## config.mk

```make
export PLATFORM = sky130hd
export DESIGN_NAME = uart_echo_responder
export DESIGN_NICKNAME = d
export VERILOG_FILES = /design/src/rtl/uart_echo_pkg.sv /design/src/rtl/uart_echo_fifo.sv /design/src/rtl/uart_echo_responder.sv
export SDC_FILE = /design/constraint.sdc
export NUM_CORES = 1
export LEC_CHECK = 0
export ABC_AREA = 1
export CORE_MARGIN = 4
export CORE_UTILIZATION = 61
export CTS_CLUSTER_SIZE = 24
export DETAILED_ROUTE_END_ITERATION = 6
export PLACE_DENSITY = 0.84
export SYNTH_ARGS = -nofsm -noshare
export SYNTH_HDL_FRONTEND = slang
export SYNTH_SLANG_ARGS = --single-unit
```

## constraint.sdc

```tcl
create_clock -name clk -period 5.2 [get_ports clk]
set_input_delay 1.04 -clock clk [delete_from_list [all_inputs] [get_ports clk]]
set_output_delay 1.04 -clock clk [all_outputs]
set_load 0.01 [all_outputs]
```

## src/rtl/uart_echo_pkg.sv

```systemverilog
// Shared types and constants for the UART echo responder.
// FSM state enums, ASCII case-conversion bounds and default parameter values.
package uart_echo_pkg;

    localparam int DEF_FIFO_DEPTH   = 4;
    localparam int DEF_LOAD_TIMEOUT = 1023;

    localparam logic [7:0] ASCII_LOWER_A = 8'h61;
    localparam logic [7:0] ASCII_LOWER_Z = 8'h7A;
    localparam logic [7:0] UPCASE_MASK   = 8'hDF;

    typedef enum logic {
        R_IDLE   = 1'b0,
        R_UNLOAD = 1'b1
    } rx_state_t;

    typedef enum logic [1:0] {
        T_IDLE = 2'd0,
        T_LOAD = 2'd1,
        T_WAIT = 2'd2
    } tx_state_t;

    // Lower-case ASCII letters lose bit 5; everything else passes through.
    function automatic logic [7:0] upcase_byte(input logic [7:0] b);
        if (b >= ASCII_LOWER_A && b <= ASCII_LOWER_Z) begin
            return b & UPCASE_MASK;
        end
        return b;
    endfunction

endpackage

```

## src/rtl/uart_echo_fifo.sv

```systemverilog
// Byte FIFO for the echo path: power-of-two depth, wrapping pointers,
// explicit occupancy counter, read data taken straight from the head slot.
import uart_echo_pkg::*;

module uart_echo_fifo #(
    parameter int FIFO_DEPTH = DEF_FIFO_DEPTH
) (
    input  logic                        clk,
    input  logic                        reset,
    input  logic                        push,
    input  logic                        pop,
    input  logic [7:0]                  wdata,
    output logic [7:0]                  rdata,
    output logic                        full,
    output logic                        empty,
    output logic [$clog2(FIFO_DEPTH):0] count
);

    localparam int PTR_W = $clog2(FIFO_DEPTH);
    localparam int CW    = PTR_W + 1;

    logic [7:0]       r_mem [FIFO_DEPTH];
    logic [PTR_W-1:0] r_wr_ptr;
    logic [PTR_W-1:0] r_rd_ptr;
    logic [CW-1:0]    r_count;

    // Storage write; contents need no reset because occupancy gates every read.
    always_ff @(posedge clk) begin
        if (push) begin
            r_mem[r_wr_ptr] <= wdata;
        end
    end

    // Pointers wrap naturally at the power-of-two depth; simultaneous push/pop keeps the count.
    always_ff @(posedge clk or negedge reset) begin
        if (!reset) begin
            r_wr_ptr <= '0;
            r_rd_ptr <= '0;
            r_count  <= '0;
        end else begin
            if (push) begin
                r_wr_ptr <= r_wr_ptr + PTR_W'(1);
            end
            if (pop) begin
                r_rd_ptr <= r_rd_ptr + PTR_W'(1);
            end
            case ({push, pop})
                2'b10:   r_count <= r_count + CW'(1);
                2'b01:   r_count <= r_count - CW'(1);
                default: r_count <= r_count;
            endcase
        end
    end

    assign rdata = r_mem[r_rd_ptr];
    assign full  = (r_count == CW'(FIFO_DEPTH));
    assign empty = (r_count == '0);
    assign count = r_count;

endmodule

```

## src/rtl/uart_echo_responder.sv

```systemverilog
// UART echo responder: unloads received bytes from an attached uart into a
// small FIFO and loads them back into the uart transmitter in arrival order.
// Optional macro UART_ECHO_UPCASE_EN converts ASCII a..z to A..Z on entry.
import uart_echo_pkg::*;

module uart_echo_responder #(
    parameter int FIFO_DEPTH   = DEF_FIFO_DEPTH,
    parameter int LOAD_TIMEOUT = DEF_LOAD_TIMEOUT
) (
    input  logic                        clk,
    input  logic                        reset,
    input  logic                        rx_empty,
    input  logic [7:0]                  rx_data,
    output logic                        uld_rx_data,
    input  logic                        tx_empty,
    output logic                        ld_tx_data,
    output logic [7:0]                  tx_data,
    input  logic                        echo_en,
    output logic [$clog2(FIFO_DEPTH):0] fifo_count,
    output logic                        rx_stall,
    output logic                        tx_err
);

    localparam int CNT_W = $clog2(LOAD_TIMEOUT + 1);

    logic [1:0]                  r_rst_sync;
    logic                        w_run;
    rx_state_t                   r_rx_state, w_rx_state_next;
    tx_state_t                   r_tx_state, w_tx_state_next;
    logic [7:0]                  r_tx_data, w_tx_data_next;
    logic                        r_ld_tx_data, w_ld_tx_data_next;
    logic [CNT_W-1:0]            r_tmo_cnt, w_tmo_cnt_next;
    logic                        r_rx_stall, w_rx_stall_next;
    logic                        r_tx_err, w_tx_err_next;
    logic                        w_push, w_pop, w_full, w_empty;
    logic [7:0]                  w_wdata, w_rdata;
    logic [$clog2(FIFO_DEPTH):0] w_count;

`ifdef UART_ECHO_UPCASE_EN
    assign w_wdata = upcase_byte(rx_data);
`else
    assign w_wdata = rx_data;
`endif

    uart_echo_fifo #(
        .FIFO_DEPTH(FIFO_DEPTH)
    ) u_fifo (
        .clk  (clk),
        .reset(reset),
        .push (w_push),
        .pop  (w_pop),
        .wdata(w_wdata),
        .rdata(w_rdata),
        .full (w_full),
        .empty(w_empty),
        .count(w_count)
    );

    // Reset asserts immediately but releases through two flops; FSMs act only once it is through.
    always_ff @(posedge clk or negedge reset) begin
        if (!reset) begin
            r_rst_sync <= 2'b00;
        end else begin
            r_rst_sync <= {r_rst_sync[0], 1'b1};
        end
    end

    assign w_run = r_rst_sync[1];

    // RX handshake: request an unload only when there is room, capture once the uart reports empty.
    always_comb begin
        w_rx_state_next = r_rx_state;
        w_rx_stall_next = r_rx_stall;
        w_push          = 1'b0;
        if (w_run) begin
            case (r_rx_state)
                R_IDLE: begin
                    if (!rx_empty && echo_en) begin
                        if (w_full) begin
                            w_rx_stall_next = 1'b1;
                        end else begin
                            w_rx_state_next = R_UNLOAD;
                        end
                    end
                end
                R_UNLOAD: begin
                    if (rx_empty) begin
                        w_push          = 1'b1;
                        w_rx_state_next = R_IDLE;
                    end
                end
                default: w_rx_state_next = R_IDLE;
            endcase
        end
    end

    // TX handshake: pop into the output register, hold the load request until the uart takes it or time runs out.
    always_comb begin
        w_tx_state_next   = r_tx_state;
        w_tx_data_next    = r_tx_data;
        w_ld_tx_data_next = r_ld_tx_data;
        w_tmo_cnt_next    = r_tmo_cnt;
        w_tx_err_next     = r_tx_err;
        w_pop             = 1'b0;
        if (w_run) begin
            case (r_tx_state)
                T_IDLE: begin
                    if (!w_empty && tx_empty) begin
                        w_pop             = 1'b1;
                        w_tx_data_next    = w_rdata;
                        w_ld_tx_data_next = 1'b1;
                        w_tmo_cnt_next    = '0;
                        w_tx_state_next   = T_LOAD;
                    end
                end
                T_LOAD: begin
                    if (!tx_empty) begin
                        w_ld_tx_data_next = 1'b0;
                        w_tx_state_next   = T_WAIT;
                    end else if (r_tmo_cnt == CNT_W'(LOAD_TIMEOUT - 1)) begin
                        // The load request has been high for LOAD_TIMEOUT cycles: drop the byte.
                        w_ld_tx_data_next = 1'b0;
                        w_tx_err_next     = 1'b1;
                        w_tx_state_next   = T_IDLE;
                    end else begin
                        w_tmo_cnt_next = r_tmo_cnt + CNT_W'(1);
                    end
                end
                T_WAIT: begin
                    if (tx_empty) begin
                        w_tx_state_next = T_IDLE;
                    end
                end
                default: begin
                    w_ld_tx_data_next = 1'b0;
                    w_tx_state_next   = T_IDLE;
                end
            endcase
        end
    end

    // State and output registers for both handshakes.
    always_ff @(posedge clk or negedge reset) begin
        if (!reset) begin
            r_rx_state   <= R_IDLE;
            r_tx_state   <= T_IDLE;
            r_tx_data    <= 8'h00;
            r_ld_tx_data <= 1'b0;
            r_tmo_cnt    <= '0;
            r_rx_stall   <= 1'b0;
            r_tx_err     <= 1'b0;
        end else begin
            r_rx_state   <= w_rx_state_next;
            r_tx_state   <= w_tx_state_next;
            r_tx_data    <= w_tx_data_next;
            r_ld_tx_data <= w_ld_tx_data_next;
            r_tmo_cnt    <= w_tmo_cnt_next;
            r_rx_stall   <= w_rx_stall_next;
            r_tx_err     <= w_tx_err_next;
        end
    end

    assign uld_rx_data = (r_rx_state == R_UNLOAD);
    assign ld_tx_data  = r_ld_tx_data;
    assign tx_data     = r_tx_data;
    assign fifo_count  = w_count;
    assign rx_stall    = r_rx_stall;
    assign tx_err      = r_tx_err;

endmodule

```

## Word-level counts from Yosys, hierarchy flattened

Memory sizes are Yosys's and may differ from the RTL's. A register that Yosys moved wholly into a read port is not among the register bits.
Cells that the tools add are included.

| cells by class | value |
|---|---|
| bitwise gates (word level) | 2 |
| reductions and logical operators | 15 |
| eq/ne operators | 11 |
| add/subtract/negate cells | 5 |
| muxes and demuxes | 26 |

Operators by type and width:

| cell | count |
|---|---|
| two-way mux 10 bit | 3 |
| case mux 10 bit (2 select lines) | 1 |
| AND reduction 4 bit | 4 |
| two-way mux 1 bit | 14 |
| adder 10 x 1 -> 10 bit (second input constant) | 1 |
| == test 10 bit (second input constant) | 1 |
| two-way mux 2 bit | 4 |
| != test 2 bit (second input constant) | 4 |
| case mux 2 bit (3 select lines) | 1 |
| case mux 3 bit (2 select lines) | 1 |
| AND reduction 5 bit | 1 |
| adder 2 x 1 -> 2 bit (second input constant) | 2 |
| == test 2 x 1 -> 1 bit (second input constant) | 2 |
| == test 2 bit (second input constant) | 2 |
| nonzero test 2 bit | 2 |
| adder 3 x 1 -> 3 bit (second input constant) | 1 |
| == test 3 bit (second input constant) | 1 |
| zero test 1 bit | 3 |
| zero test 3 bit | 1 |
| != test 3 bit (second input constant) | 1 |
| case mux 1 bit (3 select lines) | 1 |
| AND reduction 3 bit | 1 |
| subtractor 3 x 1 -> 3 bit (second input constant) | 1 |
| logical AND 1 bit | 2 |
| 3 further kinds | 4 |

| word-level totals | value |
|---|---|
| memories | 1 |
| output and inout bits | 15 |
| bits in writable memories | 32 |
| register bits after elaboration | 25 |
| word-level logic and storage cells | 70 |
| bits of input ports | 13 |

Memory list:

| memory | words | bits a word | read ports | clocked after Yosys merged registers in | wr ports | line | text |
|---|---|---|---|---|---|---|---|
| u_fifo.r_mem | 4 | 8 | 1 | 1 | 1 | uart_echo_fifo.sv:22 | `logic [7:0] r_mem [FIFO_DEPTH];` |

## Longest topological paths before layout

| logic depth | value |
|---|---|
| depth in word-level cells | 8 |
| mapped depth | 10 |
| mapped depth without buffers | 10 |

## Modules after synthesis

Synthesis repeated with hierarchy kept, for this count alone.

| second synthesis, totals | value |
|---|---|
| cells, all modules | 309 |
| area total of the unflattened synthesis | 3035.4 um^2 |

By module, submodules not included:

| module | seq. area each (um^2) | cells each | area each (um^2) | times used |
|---|---|---|---|---|
| uart_echo_fifo | 1136.1 | 142 | 1709.1 | 1 |
| uart_echo_responder | 650.6 | 167 | 1326.3 | 1 |

## Least setup slack after synthesis

OpenSTA, ideal clock, no wires.

| timing path | value |
|---|---|
| path type | input to register |
| from | input rx_empty |
| to | register u_fifo.r_count[2], in the netlist u_fifo.count[2] |
| path slack | 2.811 ns |
| setup time | 0.131 ns |
| buffers on the path | 0 |
| data required time | 5.069 ns |
| arrival | 2.258 ns |
| cell stages on the path | 9 |
| cells stage by stage | nand2_1 -> inv_1 -> nand2_1 -> ha_1 -> inv_1 -> fa_1 -> a21oi_1 -> o21ai_0 -> xor2_1 |

| on the way | value |
|---|---|
| longest elaborated chain between the ends | 5 |
| elaborated cells between the ends (all ways) | 7 |
| those cells by class | eq/ne (2); mux (4); reduce/logical (1) |

RTL lines:

| element | line | text |
|---|---|---|
| start, declared | uart_echo_responder.sv:12 | `input logic rx_empty,` |
| two-way mux 1 bit (*) | uart_echo_responder.sv:87 | `if (rx_empty) begin` |
| two-way mux 1 bit (*) | uart_echo_responder.sv:76 | `case (r_rx_state)` |
| two-way mux 1 bit (*) | uart_echo_responder.sv:75 | `if (w_run) begin` |
| == test 2 x 1 -> 1 bit or == test 2 bit (tied branches) | uart_echo_fifo.sv:47 | `case ({push, pop})` |
| case mux 3 bit (2 select lines) or nonzero test 2 bit (tied branches) | n/a |  |
| end signal, assigned | uart_echo_fifo.sv:48 | `2'b10: r_count <= r_count + CW'(1);` |
| end signal, assigned | uart_echo_fifo.sv:49 | `2'b01: r_count <= r_count - CW'(1);` |
| end signal, assigned | uart_echo_fifo.sv:50 | `default: r_count <= r_count;` |
| end, declared | uart_echo_fifo.sv:25 | `logic [CW-1:0] r_count;` |

Every way passes the cells marked *; elsewhere a longest branch is shown, timed or not.
A chain may end at the register's enable or synchronous reset.

## Worst setup path in the final report

| timing path | value |
|---|---|
| from | input tx_empty |
| to | register u_fifo.r_count[2], in the netlist u_fifo.count[2] |

| on the way | value |
|---|---|
| longest elaborated chain between the ends | 6 |
| elaborated cells between the ends (all ways) | 8 |
| those cells by class | eq/ne (2); mux (4); reduce/logical (2) |

RTL lines:

| element | line | text |
|---|---|---|
| start, declared | uart_echo_responder.sv:15 | `input logic tx_empty,` |
| logical AND 1 bit (*) | uart_echo_responder.sv:108 | `if (!w_empty && tx_empty) begin` |
| two-way mux 1 bit (*) | uart_echo_responder.sv:108 |  |
| two-way mux 1 bit (*) | uart_echo_responder.sv:106 | `case (r_tx_state)` |
| two-way mux 1 bit (*) | uart_echo_responder.sv:105 | `if (w_run) begin` |
| via u_fifo.pop | uart_echo_fifo.sv:11 | `input logic pop,` |
| == test 2 x 1 -> 1 bit or == test 2 bit (tied branches) | uart_echo_fifo.sv:47 |  |
| case mux 3 bit (2 select lines) or nonzero test 2 bit (tied branches) | n/a |  |

The timed path passes the listed nets; every way through them passes the cells marked *.

==> qor.yml <==
status: "finished, final reports clean"
critPathRequiredTime_ps: 5410
hold_ws_ps: 353.5
clock.fmax_mhz: 301.3
wirelength_um: 5774
synth.distinct_cells: 28
min_path_type: "reg2reg"
die_h_um: 77.04
seq_area_frac_synth: 0.6145
ys_warn_count: 0
max_cap_viol_count: 0
clkSinkCount: 65
viasPerCell: 5.433
end_kind: "flop"
setup_tns_ps: 0
synth_top_area_frac: 0.3305
crit_buf_inv: 3
ant_nets: 0
areaGrowthSynthToFinish_pct: 19.28
peakVddDrop_mv: 0.3653
clkTransAtPathRegs_ps: 70
ys_seq_elements: 65
final_nets: 350
final_cell_mix: "nand2_1 (72), nor2_1 (35), dfrtp_1 (33)"
syn_nets: 316
num_rows: 24
clk_root_buffer_cell: "clkbuf_8"
avgSynthCellArea_um2: 9.857
cts_buffers: 9
grt_pass1_wl_um: 9970
crit_cells: 9
clk_latency_ps: 340
slowest_stage: "clkdlybuf4s50_1"
synth_area_um2: 2908
dpl_cell_area_um2: 3227
setup_viol: 0
leakage_nw: 1.464
final_area_um2: 3468
ys_top_cells_by_area: "edfxtp_1 (33%), dfrtp_1 (28%), nand2_1 (9.3%), nor2_1 (4.5%), inv_1 (4.1%)"
antenna_found_initial: 0
final_common_cell: "nand2_1"
grt_usage: 0.2175
wire_per_inst_um: 14.96
core_area_um2: 4474
critical_path.max_stage_delay_ps: 560
num_io_pins: 28
hold_viol: 0
htreeDepth: 3
globalRouteOverflowTotal: 0
rsz0062_at_grt: "false"
r2r_cells: 9
min_path_cells: 0
tightest_slew_ps: 829.3
initial_utilization: 0.6499
grt_pass1_vias: 2087
fin_util: 0.7752
synthCells: 295
tritoncts: "done"
slew_headroom: 0.4451
dpl.hpwl_um: 3796
cp_top_family: "buffers and inverters"
die_width_um: 77.04
path_max_fanout: 12
vias: 2097
dieArea_um2: 5935
cts_setup_buffers: 0
period_needed_ps: 3319
port_buffers: 27
worst_setup_path_start_kind: "input port"
synth_top_area_cell: "edfxtp_1"
cts_resized: 0
cp_cell_sequence: "clkdlybuf4s50_1 > nand4_1 > clkinv_1 > ha_1 > inv_1 > fa_1 > a21oi_1 > o21ai_0 > xor2_1"
fin_crit_sh: 0.6382
drt_iter0_drc: 261
gp_congestion: 0.8841
fin_worst_skew_ps: 7.049
n_antenna_cell: 0
cp_data_arrival_time_ps: 3530
grt_max_degree: 34
first_pass_iters: 4
max-clock-path-buffers: 2
postCtsHoldBufs: 0
critical_path_class: "in2reg"
drive_gt1_frac: 0.06886
slew_violations: 0
powerDensity_nw_per_um2: 516.0
drcViolationCount: 0
==> area by class of cell <==
| type | count | area, um^2 |
|---|---|---|
| Clock buffer | 9 | 123.9 |
| Clock inverter | 7 | 117.6 |
| Fill cell | 283 | 1006 |
| Inverter | 36 | 136.4 |
| Multi-Input combinational cell | 189 | 960.9 |
| Sequential cell | 65 | 1787 |
| Tap cell | 52 | 65.06 |
| Timing Repair Buffer | 28 | 277.8 |
==> path summary, 6_finish.rpt <==
check	startpoint	to	slack [ps]
setup / recovery	tx_empty	u_fifo.count[2]$_DFFE_PN0P_	1880
hold / removal	r_rst_sync[0]$_DFF_PN0_	r_rst_sync[1]$_DFF_PN0_	350
setup reg to reg	r_tx_state[1]$_DFFE_PN0P_	u_fifo.count[2]$_DFFE_PN0P_	2560
hold reg to reg	r_rst_sync[0]$_DFF_PN0_	r_rst_sync[1]$_DFF_PN0_	350
max in group asynchronous	reset	tx_err$_DFFE_PN0P_	3790
min in group asynchronous	reset	r_tmo_cnt[2]$_DFFE_PN0P_	1100
==> layer usage <==
layer | track usage | up-vias | part of all wire
met5 | 0 | - | 0
met1 | 0.2793 | 976 | 0.42
met4 | 0.1157 | 0 | 0.020
met2 | 0.3449 | 75 | 0.50
li1 | - | 1034 | -
met3 | 0.04918 | 12 | 0.063
==> Yosys cell counts <==
cell      count
xnor2_1       1
nand2_2       1
nand3_2       2
o21ai_0      21
clkinv_1      2
dfrtp_1      33
xor2_1        6
o21bai_1      2
inv_2         1
conb_1        1
nor3_1        1
nand4_1       4
edfxtp_1     32
inv_1        32
o22ai_1       9
nand3_1      16
nor3b_1       1
clkinv_2      1
ha_1          7
fa_1          1
nand2_1      72
o21ai_1       4
buf_2         4
nor2_4        1
nor2_1       35
nor2_8        1
buf_1         1
a21oi_1       3
==> where the power goes <==
part           switching, mW  internal, mW
clock                  0.194         0.318
combinational          0.317         0.226
sequential             0.103         0.633
total                  0.613          1.18
==> state kept, by name (all words and copies together) (netlist names) <==
| name | count |
|---|---|
| ld_tx_data | 1 |
| r_rst_sync | 2 |
| r_tmo_cnt | 10 |
| r_tx_state | 2 |
| rx_stall | 1 |
| tx_data | 8 |
| tx_err | 1 |
| u_fifo.count | 3 |
| u_fifo.r_mem | 32 |
| u_fifo.r_rd_ptr | 2 |
| u_fifo.r_wr_ptr | 2 |
| uld_rx_data | 1 |
==> logic make-up (layout without fill, tap and decap cells) <==
family,after synthesis,in the layout,share of synthesized area
and+or+nand+nor,134,134,0.1984
other,1,1,0.001290
xor gates and xnor gates,7,7,0.02108
AOI/OAI and AO/OA,39,39,0.07272
buffers and inverters,41,80,0.05508
adders and majority gates,8,8,0.03700
DFF,65,65,0.6145
==> metrics by stage <==
step | setup WS, ps | cells | total power [mW]
2_1_floorplan | 2811 | 295 | 1.058
3_3_place_gp | 1753 | 370 | 1.256
3_5_place_dp | 1638 | 370 | 1.279
4_1_cts | 1894 | 386 | 1.796
5_1_grt | 1696 | 386 | 1.914
6_report | 1881 | 386 | 1.790
Power figures use the tool's default switching activity.
